==> config.mk <==
export PLATFORM = sky130hd
export DESIGN_NAME = matrix_loader
export DESIGN_NICKNAME = d
export VERILOG_FILES = /design/src/rtl/matrix_loader.sv
export SDC_FILE = /design/constraint.sdc
export NUM_CORES = 1
export LEC_CHECK = 0
export ABC_AREA = 1
export CORE_ASPECT_RATIO = 0.7
export CORE_MARGIN = 5
export CORE_UTILIZATION = 45
export CTS_CLUSTER_DIAMETER = 100
export DETAILED_ROUTE_END_ITERATION = 10
export GPL_TIMING_DRIVEN = 0
export MAX_ROUTING_LAYER = met4
export PLACE_DENSITY = 0.77
export SLEW_MARGIN = 20
export SYNTH_ARGS = -nofsm -noshare
export SYNTH_HDL_FRONTEND = slang
export SYNTH_SLANG_ARGS = --single-unit
==> constraint.sdc <==
create_clock -name clk -period 9.53 [get_ports clk]
set_clock_uncertainty 0.2 [all_clocks]
set_input_delay 1.4295 -clock clk [delete_from_list [all_inputs] [get_ports clk]]
set_output_delay 1.4295 -clock clk [all_outputs]
set_load 0.005 [all_outputs]
==> src/rtl/matrix_loader.sv <==
// ----------------------------------------------------------------------------
// matrix_loader
//
// Purpose:
//   Collects a stream of element words into two packed matrices, A then B,
//   each MATRIX_N x MATRIX_M elements of WIDTH bits, stored row-major. Once
//   both are complete it presents them (read_ready) until the downstream
//   multiplier signals completion with a rising edge on compute_done. It then
//   starts collecting the next pair.
//
// Optional feature:
//   MATRIX_LOADER_CHECKSUM_EN - when defined, a modulo-2^WIDTH sum of all
//   A and B words is kept. One extra word is accepted after B and compared
//   with the sum. A match presents the matrices. A mismatch pulses load_err
//   for one cycle and restarts the load. When undefined there is no CHECK
//   state and load_err is tied low.
//
// Handshake:
//   A word transfers on a rising clk edge where s_valid and s_ready are both
//   1. s_valid may rise or fall at any time and never depends on s_ready.
//   s_ready is 1 in every load state (FILL_A, FILL_B, CHECK) and 0 in
//   PRESENT and while reset is high.
//
// Ports:
//   clk          in   single clock, all state on its rising edge
//   reset        in   asynchronous active-high reset
//   s_valid      in   upstream word valid
//   s_ready      out  loader accepts a word this cycle
//   s_data       in   upstream element word (WIDTH)
//   abort        in   synchronous discard of the partial load
//   compute_done in   level status from the multiplier
//   read_ready   out  matrix_a/matrix_b complete and stable
//   matrix_a     out  packed matrix A, element e at [e*WIDTH +: WIDTH]
//   matrix_b     out  packed matrix B, same layout
//   load_err     out  one-cycle pulse on checksum mismatch
//   dbg_state_o  out  current FSM state (debug/observability)
//   dbg_index_o  out  current word index within the matrix being filled
// ----------------------------------------------------------------------------
module matrix_loader #(
    parameter int MATRIX_N = 3,
    parameter int MATRIX_M = 3,
    parameter int WIDTH    = 16,
    localparam int NUM_EL  = MATRIX_N * MATRIX_M,
    localparam int IDX_W   = (NUM_EL > 1) ? $clog2(NUM_EL) : 1
) (
    input  logic                      clk,
    input  logic                      reset,
    input  logic                      s_valid,
    output logic                      s_ready,
    input  logic [WIDTH-1:0]          s_data,
    input  logic                      abort,
    input  logic                      compute_done,
    output logic                      read_ready,
    output logic [NUM_EL*WIDTH-1:0]   matrix_a,
    output logic [NUM_EL*WIDTH-1:0]   matrix_b,
    output logic                      load_err,
    output logic [1:0]                dbg_state_o,
    output logic [IDX_W-1:0]          dbg_index_o
);

    localparam logic [1:0] S_FILL_A  = 2'd0;
    localparam logic [1:0] S_FILL_B  = 2'd1;
`ifdef MATRIX_LOADER_CHECKSUM_EN
    localparam logic [1:0] S_CHECK   = 2'd2;
`endif
    localparam logic [1:0] S_PRESENT = 2'd3;

    logic [1:0]              state_q, state_d;
    logic [IDX_W-1:0]        idx_q, idx_d;
    logic                    ready_en_q;
    logic                    cd_q;
    logic [NUM_EL*WIDTH-1:0] mat_a_q;
    logic [NUM_EL*WIDTH-1:0] mat_b_q;

    logic accept;
    logic last_el;
    logic cd_rise;
    logic wr_a;
    logic wr_b;

    assign accept  = s_valid && s_ready;
    assign last_el = (idx_q == IDX_W'(NUM_EL - 1));
    // Only a genuine 0->1 transition releases PRESENT; a level that was
    // already high when PRESENT was entered has no edge and is ignored.
    assign cd_rise = compute_done && !cd_q;

    // ready_en_q holds s_ready low during reset and lets it rise on the
    // first clock edge after reset is released.
    assign s_ready    = ready_en_q && (state_q != S_PRESENT);
    assign read_ready = (state_q == S_PRESENT);

    // abort wins over a word accepted in the same cycle: that word is dropped.
    assign wr_a = accept && !abort && (state_q == S_FILL_A);
    assign wr_b = accept && !abort && (state_q == S_FILL_B);

    assign matrix_a    = mat_a_q;
    assign matrix_b    = mat_b_q;
    assign dbg_state_o = state_q;
    assign dbg_index_o = idx_q;

`ifdef MATRIX_LOADER_CHECKSUM_EN
    logic [WIDTH-1:0] sum_q, sum_d;
    logic             err_q, err_d;

    assign load_err = err_q;
`else
    assign load_err = 1'b0;
`endif

    always_comb begin
        state_d = state_q;
        idx_d   = idx_q;
`ifdef MATRIX_LOADER_CHECKSUM_EN
        sum_d   = sum_q;
        err_d   = 1'b0;
`endif
        if (abort) begin
            state_d = S_FILL_A;
            idx_d   = '0;
`ifdef MATRIX_LOADER_CHECKSUM_EN
            sum_d   = '0;
`endif
        end else begin
            case (state_q)
                S_FILL_A: begin
                    if (accept) begin
                        idx_d = last_el ? '0 : idx_q + IDX_W'(1);
`ifdef MATRIX_LOADER_CHECKSUM_EN
                        sum_d = sum_q + s_data;
`endif
                        if (last_el) begin
                            state_d = S_FILL_B;
                        end
                    end
                end
                S_FILL_B: begin
                    if (accept) begin
                        idx_d = last_el ? '0 : idx_q + IDX_W'(1);
`ifdef MATRIX_LOADER_CHECKSUM_EN
                        sum_d = sum_q + s_data;
                        if (last_el) begin
                            state_d = S_CHECK;
                        end
`else
                        if (last_el) begin
                            state_d = S_PRESENT;
                        end
`endif
                    end
                end
`ifdef MATRIX_LOADER_CHECKSUM_EN
                S_CHECK: begin
                    if (accept) begin
                        if (s_data == sum_q) begin
                            state_d = S_PRESENT;
                        end else begin
                            state_d = S_FILL_A;
                            err_d   = 1'b1;
                            sum_d   = '0;
                        end
                    end
                end
`endif
                S_PRESENT: begin
                    if (cd_rise) begin
                        state_d = S_FILL_A;
`ifdef MATRIX_LOADER_CHECKSUM_EN
                        sum_d   = '0;
`endif
                    end
                end
                default: begin
                    state_d = S_FILL_A;
                    idx_d   = '0;
`ifdef MATRIX_LOADER_CHECKSUM_EN
                    sum_d   = '0;
`endif
                end
            endcase
        end
    end

    always_ff @(posedge clk or posedge reset) begin
        if (reset) begin
            state_q    <= S_FILL_A;
            idx_q      <= '0;
            ready_en_q <= 1'b0;
            cd_q       <= 1'b0;
`ifdef MATRIX_LOADER_CHECKSUM_EN
            sum_q      <= '0;
            err_q      <= 1'b0;
`endif
        end else begin
            state_q    <= state_d;
            idx_q      <= idx_d;
            ready_en_q <= 1'b1;
            cd_q       <= compute_done;
`ifdef MATRIX_LOADER_CHECKSUM_EN
            sum_q      <= sum_d;
            err_q      <= err_d;
`endif
        end
    end

    // Matrix storage: contents persist across loads and are overwritten one
    // element at a time, so a partial or aborted load leaves older data in
    // the untouched elements.
    always_ff @(posedge clk or posedge reset) begin
        if (reset) begin
            mat_a_q <= '0;
            mat_b_q <= '0;
        end else begin
            if (wr_a) begin
                mat_a_q[idx_q*WIDTH +: WIDTH] <= s_data;
            end
            if (wr_b) begin
                mat_b_q[idx_q*WIDTH +: WIDTH] <= s_data;
            end
        end
    end

endmodule

==> metrics.txt, run 1 <==
vias per cell 5.53; Leakage 8.12 nW; power per cell area 203 mW/mm2; core outline area 0.0278 mm2; Logic pwr share 29.4%; proportion of layout cells with a drive suffix above 1 10.5%; Post-Syn Area per Cell 9.17 um2; Final Hold Viols 0; total clock sinks 296; Max FO, Critical Path 3; Max-Cap Viols 0; #FFs+latches synth 296; DRT antenna net count 0; number of global-route vias before repair 11.4k; Placement Setup Slack 5860 ps; YS warnings 0; internal power 2.28 mW; first-pass GRT wire length 68200 um; final WL 45200 um; setup ws final 6090 ps; clk root buf clkbuf_16; die height 151 um; gpl congestion 0.968; initial antenna violation count 0; post-synthesis sequential area ratio 58.3%; Post-Synth Adder-Cell Area 0.295%; WP data arrival 1810 ps; Simple-Gate Fraction of Synth Area 27.9%; DR pass1 iterations 5; final setup vio count 0; Crit Path Class register to primary output; VDD IR max 148 uV; power share of the sequential group 38.0%; Die Wd 211 um; fillers 2317; DR DRC count 0; setup bufs post-CTS 0; initial core utilization 45.7%; Final Slew Violations 0; status complete, no violations; H-tree depth 1; CP endpoint kind primary output; worst endpoint required time 7900 ps; Syn Std Cell Area 0.0127 mm2; crit path launch type register; Detail Placement HPWL 34800 um; Inserted Clock Buffers 29; drt initial violations 1186; Synth area leaders dfrtp_1, nand2_1, nand4_1; xor/xnor share of the synthesized area 0.0689%; top cell type's share of synthesized area 58.3%; dominant cell type by area after synthesis dfrtp_1; Worst Hold Class register to register; gr usage total 28.6%; largest net degree at the start of global routing 35; unrepaired setup endpoints after global routing no; Clk Latency, worst-skew pair 540 ps; Bufs on Longest Clock Path 3; Mapped Cells 1385; Clk pin slew, worst setup/hold paths 60 ps; portion of netlist area occupied by mux cells 0%; switching share of power 35.8%; CTS Hold Buffers Added 0; Post-CTS Resized 0; nets 1766; net count after synthesis 1409; fin crit period 3440 ps; Yosys cell types 30; PortBufs 316; largest family of logic cells by synthesized area simple AND/OR/NAND/NOR gates; most frequent cells in the layout nand2_1, clkdlybuf4s50_1, dfrtp_1; setup_tns 0 ps; Slew Limit Headroom 55.7%; post-DR wirelength/cell 21.2 um; Clock Power Share 32.6%; Worst-Margin Slew 662 ps; Highest Clock Rate 290 MHz; I/O Pins 318; Area Growth Syn to Fin 37.8%; Synth Area in Compound Gates 6.88%; Tcrit/Tclk final 36.1%; Total Die Area 0.0317 mm2; commonest non-fill, non-tap cell in the layout nand2_1; Antenna Cells 0; P_sw 1.27 mW; Rows 51; vias 11.8k; total global routing overflow 0; TritonCTS clock tree built
==> path summary, 6_finish.rpt <==
path,start,end,slack [ps],cells past startpoint
min,matrix_a[110],matrix_a[110],280,2
max reg2reg,dbg_index_o[0],matrix_a[71],6320,8
min reg2reg,matrix_a[110],matrix_a[110],280,2
max,dbg_state_o[1],s_ready,6090,4
min in group asynchronous,reset,matrix_a[86],1030,2
max in group asynchronous,reset,matrix_b[132],6680,7
==> cells in the mapped netlist <==
cell type,count
nand2_1,472
buf_1,9
o21ai_1,97
xnor2_1,1
o21ai_0,58
inv_1,62
a21oi_1,4
nand3_4,1
buf_6,11
nor2_4,2
nor2_2,6
buf_2,57
nand3_1,36
nand4_1,130
nor3_2,1
nor3_1,35
nand4_2,1
inv_2,6
clkbuf_2,2
nand4_4,9
conb_1,2
o21ai_2,9
ha_1,3
clkbuf_1,11
dfrtp_1,296
buf_4,10
nor2_8,5
nand3_2,1
nor2_1,39
nand2_2,9
==> per-layer routing <==
metal	track usage, %	up-vias	wire [um]
met4	7.35	0	1350
met1	42.6	5749	20400
met3	7.85	91	4830
met2	38.7	628	18600
li1	-	5326	-
met5	-	-	0
==> cell type report <==
cell class	count	area [um2]	share of cell area, %
Inverter	68	259	1.48
Clock inverter	5	75.1	0.429
Tap cell	371	464	2.65
Buffer	100	569	3.25
Clock buffer	44	882	5.04
Timing Repair Buffer	326	3380	19.3
Multi-Input combinational cell	921	4470	25.5
Sequential cell	296	7410	42.3
==> cell families after synthesis <==
logic type / count (synthesis)
compound gates: 168
buf+inv: 168
xor+xnor: 1
other cells: 2
fa+ha+maj: 3
simple gates: 747
flops: 296
==> power groups by stage <==
stage / sequential, mW / combinational, mW / clock (mW)
after floorplan: 1.37 / 0.625 / 0
after global placement: 1.37 / 0.990 / 0
after detailed placement: 1.37 / 1.02 / 0
after CTS: 1.35 / 1.02 / 1.17
after global routing: 1.35 / 1.12 / 1.23
final: 1.35 / 1.04 / 1.16
==> per-stage QoR <==
| stage | hold WS [ps] | util (%) | power (mW) | cell area (um2) | cells |
|---|---|---|---|---|---|
| finish | 279 | 62.9 | 3.55 | 17500 | 2131 |
| global route | 299 | 62.9 | 3.70 | 17500 | 2131 |
| CTS | 283 | 62.9 | 3.54 | 17500 | 2131 |
| detailed placement | 266 | 59.5 | 2.39 | 16600 | 2082 |
| global placement | 265 | 58.7 | 2.36 | 16300 | 2072 |
| floorplan | 273 | - | 1.99 | 12700 | 1385 |
==> registers in the layout, indices dropped and copies added, names as in the netlist <==
signal / cells
cd_q: 1
dbg_index_o: 4
dbg_state_o: 2
matrix_a: 144
matrix_b: 144
ready_en_q: 1
==> worst max-delay path: stages (launching register included) <==
cell and delay, ps:
dfrtp_1 420, nand2_1 170, inv_1 80, nor2_1 90, clkdlybuf4s50_1 510
Note: power is estimated with default switching activity, not from simulation.
==> run 2: changes to the inputs <==
--- a/config.mk
+++ b/config.mk
@@ -13,7 +13,7 @@
 export DETAILED_ROUTE_END_ITERATION = 10
 export GPL_TIMING_DRIVEN = 0
 export MAX_ROUTING_LAYER = met4
-export PLACE_DENSITY = 0.77
+export PLACE_DENSITY = 0.74
 export SLEW_MARGIN = 20
 export SYNTH_ARGS = -nofsm -noshare
 export SYNTH_HDL_FRONTEND = slang
==> constraint.sdc (replaced) <==
create_clock -name clk -period 3.35 [get_ports clk]
set_clock_uncertainty 0.2 [all_clocks]
set_input_delay 0.5025 -clock clk [delete_from_list [all_inputs] [get_ports clk]]
set_output_delay 0.5025 -clock clk [all_outputs]
set_load 0.005 [all_outputs]
==> run 2 against run 1 <==
Sequential power grew to 2.9 times the previous value. Register-to-register slack worse by 6200 ps. Sequential share of layout area hardly changed. Cell area hardly changed. Critical path depth is 5 higher. Global-route usage is 0.15 points higher. Clock power grew to 3.0 times the previous value. Utilization hardly changed. Setup slack worse by 6000 ps. Cell count is 0.19% higher. Critical path type is now register to register. Largest cell class unchanged. Largest power group unchanged. Highest routed layer unchanged.
==> metrics.txt, run 2 (synthesis gave the netlist of run 1 again) <==
CP endpoint kind register; switching share of power 36.1% (+0.22 points); Worst R2R End matrix_a[80]; clk root buf clkbuf_16; Post-CTS Resized 0 (unchanged); first-pass GRT wire length 68700 um (+0.76%); Clock Power Share 33.5% (+0.9 points); TritonCTS clock tree built; status complete, no violations; Critical R2R Launch dbg_index_o[0]; DRT antenna net count 0 (unchanged); Rows 51 (unchanged); setup ws final 128 ps (-5960 ps); final WL 45300 um (+0.14%); worst endpoint required time 3600 ps (-4300 ps); internal power 6.55 mW (+190%); Bufs on Longest Clock Path 3 (unchanged); initial core utilization 45.7% (unchanged); unrepaired setup endpoints after global routing yes; most frequent cells in the layout nand2_1, clkdlybuf4s50_1, dfrtp_1; Placement Setup Slack 269 ps (-5590 ps); number of global-route vias before repair 11.4k (+0.50%); proportion of layout cells with a drive suffix above 1 10.6% (+0.051 points); Inserted Clock Buffers 29 (unchanged); power per cell area 585 mW/mm2 (+190%); commonest non-fill, non-tap cell in the layout nand2_1; Crit Path Class register to register; Die Wd 211 um (unchanged); setup bufs post-CTS 0 (unchanged); Total Die Area 0.0317 mm2 (unchanged); DR DRC count 0 (unchanged); Leakage 8.12 nW (about the same); FF-to-FF setup slack 130 ps (-6190 ps); power share of the sequential group 37.6% (-0.4 points); Max FO, Critical Path 10 (+7); CP Buf/Inv Count 6 (+4); Highest Clock Rate 310 MHz; FF/Latch Area 0.00741 mm2 (unchanged); DR pass1 iterations 6 (+1); Util after Layout 62.9% (about the same); total global routing overflow 0 (unchanged); vias 11.8k (+0.017%); drt initial violations 1202 (+1.3%); H-tree depth 1 (unchanged); Final Total Pwr 10.2 mW (+190%); total clock sinks 296 (unchanged); Final Slew Violations 0 (unchanged); gpl congestion 1.04 (+7.4%); Hold WS 133 ps (-146 ps); setup_tns 0 ps (unchanged); crit-path cells inv_2, buf_1, ha_1, inv_2, buf_4, buf_1, nor3_1, inv_1, o21ai_0; Multi-input gate area 0.00447 mm2 (unchanged); Worst-Margin Slew 689 ps (+26.3 ps); initial antenna violation count 3 (+3); vias per cell 5.53 (-0.17%); Worst Reg-to-Reg Cells 9 (+1); largest net degree at the start of global routing 36 (+2.9%); fillers 2364 (+2.0%); VDD IR max 373 uV (+150%); Slowest Stage Delay on Critical Path 630 ps (+120 ps); fin crit period 3220 ps; Clk pin slew, worst setup/hold paths 70 ps (about the same); die height 151 um (unchanged); CTS Hold Buffers Added 0 (unchanged); core outline area 0.0278 mm2 (unchanged); I/O Pins 318 (unchanged); Slowest cell on crit path nor3_1; Area Growth Syn to Fin 37.8% (about the same); crit path launch type register; WP data arrival 3470 ps (+1660 ps); final setup vio count 0 (unchanged); Tcrit/Tclk final 96.2%; nets 1765 (-0.057%); PortBufs 316 (unchanged); CP delay by family, top buffers and inverters; gr usage total 28.8% (+0.15 points); Logic pwr share 28.9% (-0.5 points); P_sw 3.69 mW (+190%); Slew Limit Headroom 53.7% (-1.9 points); Worst Hold Class input pin to async pin; Detail Placement HPWL 34500 um (-0.72%); Clk Latency, worst-skew pair 550 ps (about the same); post-DR wirelength/cell 21.2 um (about the same); Max-Cap Viols 0 (unchanged); Final Hold Viols 0 (unchanged)
-- run 2: cell type report --
| type | count | share of cell area, % |
|---|---|---|
| flip-flops and latches | 296 | 42.3 |
| multi-input cells | 921 | 25.6 |
| repair buffers | 325 | 19.1 |
| clock buffers | 36 | 4.41 |
| plain buffers | 100 | 3.25 |
| well taps | 371 | 2.65 |
| inverters | 68 | 1.48 |
| clock inverters | 15 | 1.20 |
| diodes | 3 | 0.0429 |
-- run 2: worst max-delay path by stage --
stage / startpoint / to / slack [ps] / cells after the start
CTS: dbg_index_o[0] / matrix_a[80] / 230 / 9
detailed placement: dbg_index_o[0] / matrix_a[16] / 270 / 9
floorplan: reset / cd_q / -1280 / 1
global placement: reset / matrix_a[66] / -3260 / 2
global route: dbg_index_o[0] / matrix_b[86] / -20 / 9
finish: dbg_index_o[0] / matrix_a[80] / 130 / 9
-- run 2: routing by layer --
layer / share of wire (%) / wire length, um / up-vias / track usage (%)
met1: 46 / 20700 / 5788 / 43.1
li1: - / - / 5313 / -
met4: 2.2 / 988 / 0 / 5.31
met5: 0 / 0 / - / -
met2: 42 / 18900 / 624 / 40.0
met3: 10 / 4730 / 71 / 7.46
-- run 2: power by group through the flow --
stage / sequential (mW) / clock [mW] / combinational [mW]
2_1_floorplan: 3.88 / 0 / 1.78
5_1_grt: 3.86 / 3.60 / 3.19
3_3_place_gp: 3.90 / 0 / 2.80
6_report: 3.85 / 3.43 / 2.96
3_5_place_dp: 3.90 / 0 / 2.88
4_1_cts: 3.84 / 3.44 / 2.90
-- run 2: stage by stage --
stage,std cells,cell area (um2)
floorplan,1385,12700
global placement,2072,16300
detailed placement,2081,16500
CTS,2132,17500
global route,2135,17500
finish,2135,17500
==> run 3: changes to the inputs <==
--- a/config.mk
+++ b/config.mk
@@ -8,12 +8,11 @@
 export ABC_AREA = 1
 export CORE_ASPECT_RATIO = 0.7
 export CORE_MARGIN = 5
-export CORE_UTILIZATION = 45
-export CTS_CLUSTER_DIAMETER = 100
+export CORE_UTILIZATION = 25
 export DETAILED_ROUTE_END_ITERATION = 10
 export GPL_TIMING_DRIVEN = 0
 export MAX_ROUTING_LAYER = met4
-export PLACE_DENSITY = 0.74
+export PLACE_DENSITY = 0.52
 export SLEW_MARGIN = 20
 export SYNTH_ARGS = -nofsm -noshare
 export SYNTH_HDL_FRONTEND = slang
==> run 3 against run 2 <==
The flow now finishes with violations (negative setup slack). Critical endpoint is now matrix_b[20]. Setup slack lost 190 ps. Non-clock buffer count is 1 higher. Routed wire length grew 14%. Critical path depth stayed put. Sequential share of layout area is 1.5 points lower. Sequential power about the same. Die area increased by 75%.
==> metrics.txt, run 3 (synthesis gave the netlist of run 1 again) <==
most frequent cells in the layout nand2_1, clkdlybuf4s50_1, dfrtp_1; WP data arrival 3650 ps (+180 ps); fillers 5054 (+110%); DR pass1 iterations 5 (-1); Detail Placement HPWL 40100 um (+16%); number of global-route vias before repair 11.8k (+3.1%); Rows 69 (+35%); Logic pwr share 28.5% (-0.4 points); FF/Latch Area 0.00741 mm2 (unchanged); status complete, but fails checks; PortBufs 316 (unchanged); nets 1771 (+0.34%); crit path launch type register; die height 199 um (+32%); Clk pin slew, worst setup/hold paths 60 ps (about the same); Slowest Stage Delay on Critical Path 800 ps (+170 ps); Critical R2R Launch dbg_index_o[0]; DR DRC count 0 (unchanged); Area Growth Syn to Fin 42.9%; total clock sinks 296 (unchanged); CP delay by family, top buffers and inverters; Util after Layout 35.9% (-27 points); drt initial violations 1010 (-16%); gpl congestion 0.903 (-13%); Max-Cap Viols 0 (unchanged); Crit Path Class register to register; largest net degree at the start of global routing 35 (-2.8%); first-pass GRT wire length 76700 um (+12%); Highest Clock Rate 294 MHz (-5.4%); initial core utilization 25.2% (-21 points); Bufs on Longest Clock Path 3 (unchanged); power per cell area 598 mW/mm2 (+2.2%); Slew Limit Headroom 37.0% (-17 points); CP endpoint kind register; TritonCTS clock tree built; post-DR wirelength/cell 21.2 um (-0.15%); setup ws final -57.0 ps (-185 ps); Die Wd 279 um (+33%); Clk Latency, worst-skew pair 520 ps (-30 ps); Worst Reg-to-Reg Cells 9 (unchanged); crit-path cells inv_2, buf_1, ha_1, inv_2, buf_4, buf_1, nor3_1, nand2_1, o21ai_1; H-tree depth 2 (+1); CP Buf/Inv Count 5 (-1); commonest non-fill, non-tap cell in the layout nand2_1; I/O Pins 318 (unchanged); final WL 51800 um (+14%); unrepaired setup endpoints after global routing yes; DRT antenna net count 0 (unchanged); Post-CTS Resized 2 (+2); Final Hold Viols 0 (unchanged); Slowest cell on crit path nor3_1; vias per cell 4.75 (-14%); switching share of power 36.3% (+0.23 points); gr usage total 18.7% (-10 points); power share of the sequential group 35.4% (-2.2 points); Leakage 8.22 nW (+1.3%); Placement Setup Slack 19.4 ps (-250 ps); P_sw 3.94 mW (+6.7%); Worst Hold Class input pin to async pin; Worst-Margin Slew 938 ps (+250 ps); CTS Hold Buffers Added 0 (unchanged); clk root buf clkbuf_16; Antenna Cells 0 (-3); proportion of layout cells with a drive suffix above 1 11.6% (+1.0 points); Multi-input gate area 0.00451 mm2 (+0.78%); FF-to-FF setup slack -60 ps (-190 ps); Clock Power Share 36.1% (+2.6 points); initial antenna violation count 0 (-3); critical path depth 9 (unchanged); Inserted Clock Buffers 34 (+17%); final setup vio count 7 (+7); Worst R2R End matrix_b[20]; total global routing overflow 0 (unchanged); vias 11.6k (-1.5%); internal power 6.91 mW (+5.6%); Max FO, Critical Path 10 (unchanged); VDD IR max 322 uV (-14%); setup bufs post-CTS 0 (unchanged); core outline area 0.0505 mm2 (+82%); Tcrit/Tclk final 102% (+5.5 points); Total Die Area 0.0555 mm2 (+75%); failing checks negative setup slack; Final Slew Violations 0 (unchanged); worst endpoint required time 3600 ps (about the same); fin crit period 3410 ps (+185 ps)
## run 3: worst max-delay path by stage
stage	startpoint	to	slack, ps
finish	dbg_index_o[0]	matrix_b[20]	-60
global route	dbg_index_o[0]	matrix_b[84]	-230
CTS	dbg_index_o[0]	matrix_b[20]	3
detailed placement	dbg_index_o[0]	matrix_b[82]	20
global placement	reset	matrix_b[133]	-3370
floorplan	reset	cd_q	-1280
## run 3: metrics by stage
step | TNS, ps | std cells | total power, mW | hold slack (ps) | area [um2]
global route | -4950 | 2445 | 11.3 | 114 | 18100
global placement | -983460 | 2375 | 6.83 | 264 | 16700
finish | -210 | 2445 | 10.9 | 120 | 18100
CTS | 0 | 2445 | 10.9 | 102 | 18100
detailed placement | 0 | 2385 | 6.89 | 266 | 16900
floorplan | -379950 | 1385 | 5.66 | 273 | 12700
## run 3: per-layer routing
layer	up-vias	global-route usage, %	wire [um]	part of all wire, %
met4	0	3.77	1010	1.9
met5	-	-	0	0
li1	5321	-	-	-
met1	5759	26.5	24300	47
met3	83	5.28	4310	8.3
met2	460	26.8	22100	43
## run 3: area by class of cell
| cell class | instances | area share, % |
|---|---|---|
| Sequential cell | 296 | 40.8 |
| Clock inverter | 7 | 0.545 |
| Clock buffer | 53 | 5.93 |
| Timing Repair Buffer | 326 | 18.7 |
| Inverter | 68 | 1.43 |
| Multi-Input combinational cell | 921 | 24.8 |
| Tap cell | 674 | 4.65 |
| Buffer | 100 | 3.15 |
## run 3: worst reg2reg max path, stage by stage, from the launching register on
cell,delay [ps]
dfrtp_1,470
inv_2,230
buf_1,370
ha_1,340
inv_2,110
buf_4,220
buf_1,230
nor3_1,800
nand2_1,190
o21ai_1,170
## run 3: power groups by stage
| stage | clock, mW | combinational (mW) | sequential, mW |
|---|---|---|---|
| 2_1_floorplan | 0 | 1.78 | 3.88 |
| 3_3_place_gp | 0 | 2.92 | 3.90 |
| 3_5_place_dp | 0 | 3.00 | 3.89 |
| 4_1_cts | 4.02 | 3.02 | 3.84 |
| 5_1_grt | 4.15 | 3.33 | 3.85 |
| 6_report | 3.92 | 3.09 | 3.84 |
